==> config.mk <==
export PLATFORM = sky130hd
export DESIGN_NAME = cc_tracker_flat
export DESIGN_NICKNAME = d
export VERILOG_FILES = /design/src/rtl/cc_tracker_pkg.sv /design/src/rtl/cc_tracker_if.sv /design/src/rtl/cc_tracker_gencc.sv /design/src/rtl/cc_tracker.sv /design/src/flat_wrapper.sv
export SDC_FILE = /design/constraint.sdc
export NUM_CORES = 1
export LEC_CHECK = 0
export CORE_AREA = 2 2 39 41
export CTS_BUF_LIST = sky130_fd_sc_hd__clkbuf_4
export DETAILED_ROUTE_END_ITERATION = 16
export DIE_AREA = 0 0 41 43
export PLACE_DENSITY = 0.86
export SLEW_MARGIN = 25
export SYNTH_ARGS = -nofsm -noshare
export SYNTH_HDL_FRONTEND = slang
export SYNTH_SLANG_ARGS = --single-unit
==> constraint.sdc <==
create_clock -name clk -period 1.6 [get_ports clk]
set_input_delay 0.32 -clock clk [delete_from_list [all_inputs] [get_ports clk]]
set_output_delay 0.32 -clock clk [all_outputs]
set_load 0.02 [all_outputs]
==> src/rtl/cc_tracker_pkg.sv <==
`default_nettype none
// +-----------------------------------------------------------------------+
// | Module  : lc3b_types                                                  |
// | Brief   : LC-3b datapath word / condition-code types shared by cc_*   |
// | Rev     : 1.0  initial release                                        |
// +-----------------------------------------------------------------------+
package lc3b_types;

    typedef logic [15:0] lc3b_word;
    typedef logic [2:0]  lc3b_nzp;

    localparam lc3b_nzp NZP_RESET = 3'b010;

endpackage : lc3b_types
`default_nettype wire

==> src/rtl/cc_tracker_if.sv <==
`default_nettype none
// +-----------------------------------------------------------------------+
// | Module  : cc_tracker_if                                               |
// | Brief   : pipeline <-> condition-code tracker signal bundle           |
// | Rev     : 1.0  initial release                                        |
// +-----------------------------------------------------------------------+
interface cc_tracker_if;
    import lc3b_types::*;

    logic     cc_issue;
    logic     cc_wb;
    lc3b_word cc_wb_data;
    logic     flush;
    lc3b_nzp  nzp_cc;
    logic     cc_valid;
    logic     cc_full;
    logic     cc_err;

    // Pipeline control side.
    modport master (
        output cc_issue, cc_wb, cc_wb_data, flush,
        input  nzp_cc, cc_valid, cc_full, cc_err
    );

    // Tracker side.
    modport slave (
        input  cc_issue, cc_wb, cc_wb_data, flush,
        output nzp_cc, cc_valid, cc_full, cc_err
    );

endinterface : cc_tracker_if
`default_nettype wire

==> src/rtl/cc_tracker_gencc.sv <==
`default_nettype none
// +-----------------------------------------------------------------------+
// | Module  : gencc                                                       |
// | Brief   : one-hot {n,z,p} from a 16-bit writeback word                |
// | Rev     : 1.0  initial release                                        |
// +-----------------------------------------------------------------------+
module gencc
    import lc3b_types::*;
(
    input  wire lc3b_word i_word,
    output lc3b_nzp       o_nzp
);

    logic w_zero;

    assign w_zero = (i_word == 16'h0000);
    assign o_nzp  = {i_word[15], w_zero, ~i_word[15] & ~w_zero};

endmodule : gencc
`default_nettype wire

==> src/rtl/cc_tracker.sv <==
`default_nettype none
// +-----------------------------------------------------------------------+
// | Module  : cc_tracker                                                  |
// | Brief   : NZP register, in-flight CC-writer counter and WB bypass     |
// | Rev     : 1.0  initial release                                        |
// +-----------------------------------------------------------------------+
module cc_tracker
    import lc3b_types::*;
#(
    parameter  int MAX_PENDING = 4,
    localparam int CNT_W       = $clog2(MAX_PENDING + 1)
) (
    input  wire logic    clk,
    input  wire logic    reset,
    cc_tracker_if.slave  bus
);

    localparam logic [CNT_W-1:0] c_max  = CNT_W'(MAX_PENDING);
    localparam logic [CNT_W-1:0] c_one  = CNT_W'(1);
    localparam logic [CNT_W-1:0] c_zero = '0;

    lc3b_nzp          r_nzp;
    logic [CNT_W-1:0] r_pending;
    logic             r_err;

    lc3b_nzp          w_wb_nzp;
    logic             w_full;
    logic             w_bypass;

    // Single decoder feeds both the register input and the bypass path.
    gencc u_gencc (
        .i_word (bus.cc_wb_data),
        .o_nzp  (w_wb_nzp)
    );

    assign w_full   = (r_pending == c_max);
    assign w_bypass = (r_pending == c_one) & bus.cc_wb & ~bus.flush;

    always_ff @(posedge clk) begin
        if (reset) begin
            r_nzp     <= NZP_RESET;
            r_pending <= c_zero;
            r_err     <= 1'b0;
        end else begin
            // A writeback in the flush cycle is older than the squash.
            if (bus.cc_wb) begin
                r_nzp <= w_wb_nzp;
            end
            if (bus.flush) begin
                r_pending <= c_zero;
            end else begin
                unique case ({bus.cc_issue, bus.cc_wb})
                    2'b10: begin
                        if (w_full) begin
                            r_err <= 1'b1;
                        end else begin
                            r_pending <= r_pending + c_one;
                        end
                    end
                    2'b01: begin
                        // Untracked writers at zero leave the count alone.
                        if (r_pending != c_zero) begin
                            r_pending <= r_pending - c_one;
                        end
                    end
                    default: begin
                        r_pending <= r_pending;
                    end
                endcase
            end
        end
    end

    assign bus.nzp_cc   = w_bypass ? w_wb_nzp : r_nzp;
    assign bus.cc_valid = w_bypass | (r_pending == c_zero);
    assign bus.cc_full  = w_full;
    assign bus.cc_err   = r_err;

endmodule : cc_tracker
`default_nettype wire
==> src/flat_wrapper.sv <==
// flat-port wrapper written by rule: the top's interface ports become plain ports
module cc_tracker_flat import lc3b_types::*;
#(
    parameter  int MAX_PENDING = 4,
    localparam int CNT_W       = $clog2(MAX_PENDING + 1)
)
  (clk, reset, bus_cc_issue, bus_cc_wb, bus_cc_wb_data, bus_flush, bus_nzp_cc, bus_cc_valid, bus_cc_full, bus_cc_err);
  cc_tracker_if bus_i ();
  input  wire logic clk;
  input  wire logic reset;
  input wire logic [$bits(bus_i.cc_issue)-1:0] bus_cc_issue;
  input wire logic [$bits(bus_i.cc_wb)-1:0] bus_cc_wb;
  input wire logic [$bits(bus_i.cc_wb_data)-1:0] bus_cc_wb_data;
  input wire logic [$bits(bus_i.flush)-1:0] bus_flush;
  output wire logic [$bits(bus_i.nzp_cc)-1:0] bus_nzp_cc;
  output wire logic [$bits(bus_i.cc_valid)-1:0] bus_cc_valid;
  output wire logic [$bits(bus_i.cc_full)-1:0] bus_cc_full;
  output wire logic [$bits(bus_i.cc_err)-1:0] bus_cc_err;
  assign bus_i.cc_issue = bus_cc_issue;
  assign bus_i.cc_wb = bus_cc_wb;
  assign bus_i.cc_wb_data = bus_cc_wb_data;
  assign bus_i.flush = bus_flush;
  assign bus_nzp_cc = bus_i.nzp_cc;
  assign bus_cc_valid = bus_i.cc_valid;
  assign bus_cc_full = bus_i.cc_full;
  assign bus_cc_err = bus_i.cc_err;
  cc_tracker #(.MAX_PENDING(MAX_PENDING)) u_core (.clk(clk), .reset(reset), .bus(bus_i));
endmodule
==> out/metrics.yaml <==
yosys:
  syn_area_per_cell_sq_um: 9.24
  yosys_warnings: 0
  yosysMostFrequentCell: "dfxtp_1"
  synth_top_family_by_area: "simple AND/OR/NAND/NOR gates"
  netlist-cell-type-count: 23
  synth_edf_count: 0
  synth.top_cell.area_share_pct: 28.1
  muxShareOfSynthArea_pct: 17.5
  ys_seq_elements: 7
  synthTopCellsByCount: "dfxtp_1 (7), ha_1 (6), inv_1 (6), nand2_1 (6), mux2i_1 (5)"
  yosysTopAreaCell: "dfxtp_1"
  syn-instance-count: 54
  syn_nets: 81
  synthTopCellsByArea: "dfxtp_1 (28%), ha_1 (15%), mux2i_1 (10%), nor4_1 (5.0%), inv_1 (4.5%)"
  postSynth.asyncResetShare_pct: 0
  synthAdderAreaFrac_pct: 15.0
  seq_area_frac_synth_pct: 28.1
  synth_compound_area_share_pct: 12.8
  ys.flop_type: "dfxtp_1"
  synth_area_sq_um: 499
  synth-xor-area-share_pct: 1.75
  yosys.area_share.simple_pct: 20.3
worst_setup_path:
  max_stage_delay_ns: 0.34
  cpMaxStageDelayCell: "mux2_4"
  cp_num_cells: 5
  reg2reg_depth: 7
  cp-start-kind: "flip-flop"
  cp_top_family: "multiplexers"
  crit_chain: "inv_2 > ha_4 > nand4bb_4 > mux2_4 > buf_6"
  arrival_ns: 1.41
  end_kind: "primary output"
  r2r_slack_ns: 0.23
  cp_num_buf_inv: 2
  crit_path_end: "bus_nzp_cc[2]"
  crit_start: "u_core.r_pending[1]"
  reg2reg_from: "u_core.r_pending[0]"
  crit_fanout: 5
  cp.required_ns: 1.28
  crit_type: "reg -> out"
  r2r-end: "u_core.r_pending[2]"
global_routing:
  grt_pass1_wl_um: 2190
  grt_max_degree: 6
  grt_pass1_vias: 554
  grt.overflow.total: 0
  grt_use_total_pct: 18.2
  antenna_found_initial: 0
route:
  vias: 571
  drt_first_pass_iters: 4
  drc: 0
  wl_um: 1480
  wl_per_cell_um: 12.9
  viasPerCell: 4.97
  ant_nets: 0
  drt_iter0_markers: 12
layout:
  regArea_sq_um: 143
  layout-drive-gt1-share_pct: 41.4
  fillerInstances: 103
  nets: 127
  multi_input_area_sq_um: 405
  diodes: 0
  areaGrowthSynthToFinish_pct: 93.7
floorplanning:
  dieArea_sq_um: 1760
  initial_utilization_pct: 36.1
  die_w_um: 41
  coreArea_sq_um: 1380
  num_rows: 14
  io_pins: 27
  die_h_um: 43
clocking:
  cts_root_buf: "clkbuf_4"
  h-tree-depth: 1
  cts_buffers: 3
  clock_path_buffers: 2
  clkTransAtPathRegs_ns: 0.06
  tritoncts: "done"
  clk_latency_ns: 0.25
  clock_sinks: 7
power_and_ir_drop:
  switching_share_pct: 29.2
  p_seq_share_pct: 35.5
  combPwrFrac_pct: 34.0
  peakVddDrop_mv: 0.347
  p_clk_share_pct: 30.6
  p_leak_nw: 0.470
  p_switching_mw: 0.156
  intPower_mw: 0.378
  p_per_area_nw_per_um2: 552
timing:
  setup_ws_ns: -0.130
  slew_violations: 0
  worst_pin_slew_ns: 0.362
  hold_viol_final: 0
  tns_ns: -0.362
  period_needed_ns: 1.73
  setup_viol_count_final: 3
  slew_headroom_pct: 75.8
  fmax_mhz: 578
  period_share_pct: 108
  rsz0062_at_grt: "true"
  clock_skew_ns: 0.00202
placed_design:
  dpl.hpwl_um: 1180
  port_buffers: 26
  place.gp.congestion: 0.685
  dp_slack_ns: -0.806
flow_run:
  drv_cap: 0
status:
  violations: "negative setup slack"
  outcome: "finished, violations left"
min_path:
  hp-class: "reg -> reg"
[through the flow]
| stage | instance area (sq um) | hold slack, ns | instances | util [%] | total power [mW] |
|---|---|---|---|---|---|
| final | 967 | 0.489 | 115 | 69.9 | 0.534 |
| after global routing | 967 | 0.528 | 115 | 69.9 | 0.569 |
| after CTS | 948 | 0.493 | 115 | 68.5 | 0.541 |
| after detailed placement | 882 | 0.480 | 109 | 63.7 | 0.366 |
| after global placement | 882 | 0.455 | 109 | 63.7 | 0.362 |
| after floorplan | 504 | 0.392 | 54 | - | 0.261 |
[registers in the layout, summed over array words and instances, names as in the netlist]
register,count
u_core.bus.cc_err,1
u_core.r_nzp,3
u_core.r_pending,3
[kinds of logic (layout without fill, tap and decap cells)]
family                     after synthesis  in the layout
buffers and inverters                    6             51
and+or+nand+nor                         18             18
muxes                                    8              8
adders and majority gates                6              6
DFF                                      7              7
AOI/OAI and AO/OA                        8              8
xor gates and xnor gates                 1              1
[worst min path at each step]
stage                            from           endpoint  cells after the start
finish              u_core.bus.cc_err  u_core.bus.cc_err                      2
global route          u_core.r_nzp[0]    u_core.r_nzp[0]                      2
CTS                 u_core.bus.cc_err  u_core.bus.cc_err                      2
detailed placement  u_core.bus.cc_err  u_core.bus.cc_err                      2
global placement    u_core.bus.cc_err  u_core.bus.cc_err                      2
floorplan                       reset  u_core.bus.cc_err                      1
[tightest hold or removal path: stages, from the launching register on]
cell and delay [ns]:
dfxtp_1 0.33, a31oi_1 0.05, nor2_1 0.07
[cell type report]
cell class	count	share of cell area [%]
Clock inverter	1	0.517
Tap cell	16	2.07
Clock buffer	3	2.33
Multi-Input combinational cell	41	41.9
Inverter	6	2.33
Timing Repair Buffer	41	36.1
Sequential cell	7	14.7
[power groups by stage]
stage / sequential, mW / combinational, mW / clock [mW]
floorplan: 0.191 / 0.0700 / 0
global placement: 0.190 / 0.172 / 0
detailed placement: 0.191 / 0.176 / 0
CTS: 0.189 / 0.176 / 0.176
global route: 0.190 / 0.196 / 0.183
finish: 0.189 / 0.181 / 0.163
[per-layer routing]
layer | vias to the layer above | track usage [%] | routed length (um)
met1 | 268 | 19.3 | 592
met3 | 5 | 1.57 | 25
li1 | 286 | - | -
met5 | - | 0 | 0
met4 | 0 | 9.33 | 24
met2 | 12 | 32.5 | 838
[timing repair]
item	4_1_cts	5_1_grt
pin swaps	9	1
hold buffers	0	0
setup buffers	2	0
gates resized for setup	56	6
cloned	0	0
endpoints found under the setup margin	8	8
[placed cells by master, fill, tap and decap left out, drive strengths merged, types with 2 or more instances in the layout]
cell type	count
nor4	4
mux2i	5
nor2	3
mux2	3
clkdlybuf4s50	2
a21oi	2
nand2	6
clkbuf	3
inv	6
buf	20
dlygate4sd2	18
ha	6
dfxtp	7
No activity file was read; power rests on OpenSTA's default activity.
==> RTL change (config.mk and constraints unchanged) <==
Make the reset (`reset`) asynchronous in one clocked block.
--- a/src/rtl/cc_tracker.sv
+++ b/src/rtl/cc_tracker.sv
@@ -36,7 +36,7 @@
     assign w_full   = (r_pending == c_max);
     assign w_bypass = (r_pending == c_one) & bus.cc_wb & ~bus.flush;
 
-    always_ff @(posedge clk) begin
+    always_ff @(posedge clk or posedge reset) begin
         if (reset) begin
             r_nzp     <= NZP_RESET;
             r_pending <= c_zero;
Behaviour: differs if reset is asserted again (counterexample within 4 cycles, from zero or initial values and one cycle with reset high); with reset held inactive, the same outputs for 10 cycles.
==> RTL change against the unedited design <==
The run still ends with negative setup slack left; non-clock buffer count grew 13; core utilization grew 6.2 points; design area grew 8.9%; wire length grew 26%; sequential cell count is the same; synthesized area shrank 0.50%; final cell count grew 6.1%; register-to-register slack lost 380 ps; setup slack lost 220 ps; highest routed layer unchanged; hold slack lost 200 ps.
Power is not compared: it rests on default switching activity, and its combinational part moved more than twofold at a synthesized area within 25%.
==> RTL change: results (changes against the unedited design) <==
| Metric | Value |
|---|---|
| Outcome | `finished, violations left` |
| Violated checks | `negative setup slack` |
| R2r endpoint | `u_core.r_pending[0]` |
| Layout Skew | `2.40 ps (+0.378 ps)` |
| Final HPWL DP | `1240 um (+5.4%)` |
| Drt total wl | `1860 um (+26%)` |
| Count of final setup violators | `7 (+4)` |
| Arrival @ worst endpoint | `1630 ps (+220 ps)` |
| Global Route Usage Sum | `28.0% (+9.8 points)` |
| FF-to-FF Start | `u_core.r_pending[1]` |
| Share of cells above drive strength 1 | `52.8% (+11 points)` |
| Post-Syn Instances | `48 (-11%)` |
| Number of global-route vias before repair | `713 (+29%)` |
| Vias after detailed routing | `619 (+8.4%)` |
| First-pass GRT wire length | `3010 um (+38%)` |
| Main flop type after synthesis | `dfrtp_1` |
| Final nets | `132 (+3.9%)` |
| Relative slew margins | `81.0% (+5.2 points)` |
| Placed insts | `105 (-3.7%)` |
| Largest net degree at the start of global routing | `8 (+2)` |
| R2r setup slk | `-150 ps (-380 ps)` |
| Setup slack after layout | `-347 ps (-217 ps)` |
| Asr flop ratio synth | `100% (+100 points)` |
| Top cells by count, synth | `6 x dfrtp_1, 6 x inv_1, 6 x mux2_2` |
| Synth top area cells | `dfrtp_1 30%, mux2_2 14%, ha_1 10%` |
| Post-CTS Setup Bufs | `13 (+11)` |
| Depth of the most critical reg-to-reg path | `8 (+1)` |
| First DRT Iteration DRCs | `4 (-8)` |
RTL change: cell types whose count changed in the layout (fill, tap and decap cells not counted), sizes merged, moves of 2 or more:
cell and change:
dfxtp -7, dfrtp +6, nor3 +2, mux2i -5, nand2 -3, buf +14
nor2 -2, ha -2, mux2 +3
RTL change: layer usage:
layer	vias up	wire, um	global-route usage (%)
met4	0	119	26.0
met2	36	981	44.4
met3	11	130	9.95
met1	282	628	25.3
li1	290	-	-
met5	-	0	0
RTL change: cell families (layout without fill, tap and decap cells):
kind of cell	count (synthesis)	after routing	share of synthesized area (%)
adder cells (fa/ha/maj)	4	4	10.1
buffers and inverters	6	64	4.53
multiplexers	6	6	13.6
XOR/XNOR	1	1	1.76
AO/OA/AOI/OAI	6	6	12.3
flip-flops	7	7	35.5
AND/OR/NAND/NOR	18	18	22.2
RTL change: report_power, final:
part	switching (uW)	total [uW]	internal (uW)
combinational	218	520	302
sequential	22.5	232	210
clock	76.3	189	113
total	317	941	624
RTL change: stage by stage:
step / total power (uW) / setup slack (ps) / TNS [ps] / cell area [um2]
after global placement: 641 / -819 / -3490 / 890
after detailed placement: 654 / -876 / -3960 / 890
after CTS: 945 / -313 / -1560 / 1050
after floorplan: 414 / 79.9 / 0 / 497
after global routing: 998 / -426 / -1960 / 1050
final: 941 / -347 / -1440 / 1050
RTL change: layout make-up:
cell class | count | area (um2) | area share [%]
repair buffers | 54 | 462 | 43.8
multi-input cells | 35 | 340 | 32.3
flip-flops and latches | 7 | 176 | 16.7
clock buffers | 4 | 30.0 | 2.85
inverters | 6 | 25.0 | 2.38
well taps | 16 | 20.0 | 1.90
RTL change: critical path: stages (launching register included):
cell	delay (ps)
dfrtp_1	390
inv_2	80
ha_4	120
nand4b_1	160
buf_4	190
mux2_4	290
buf_6	130
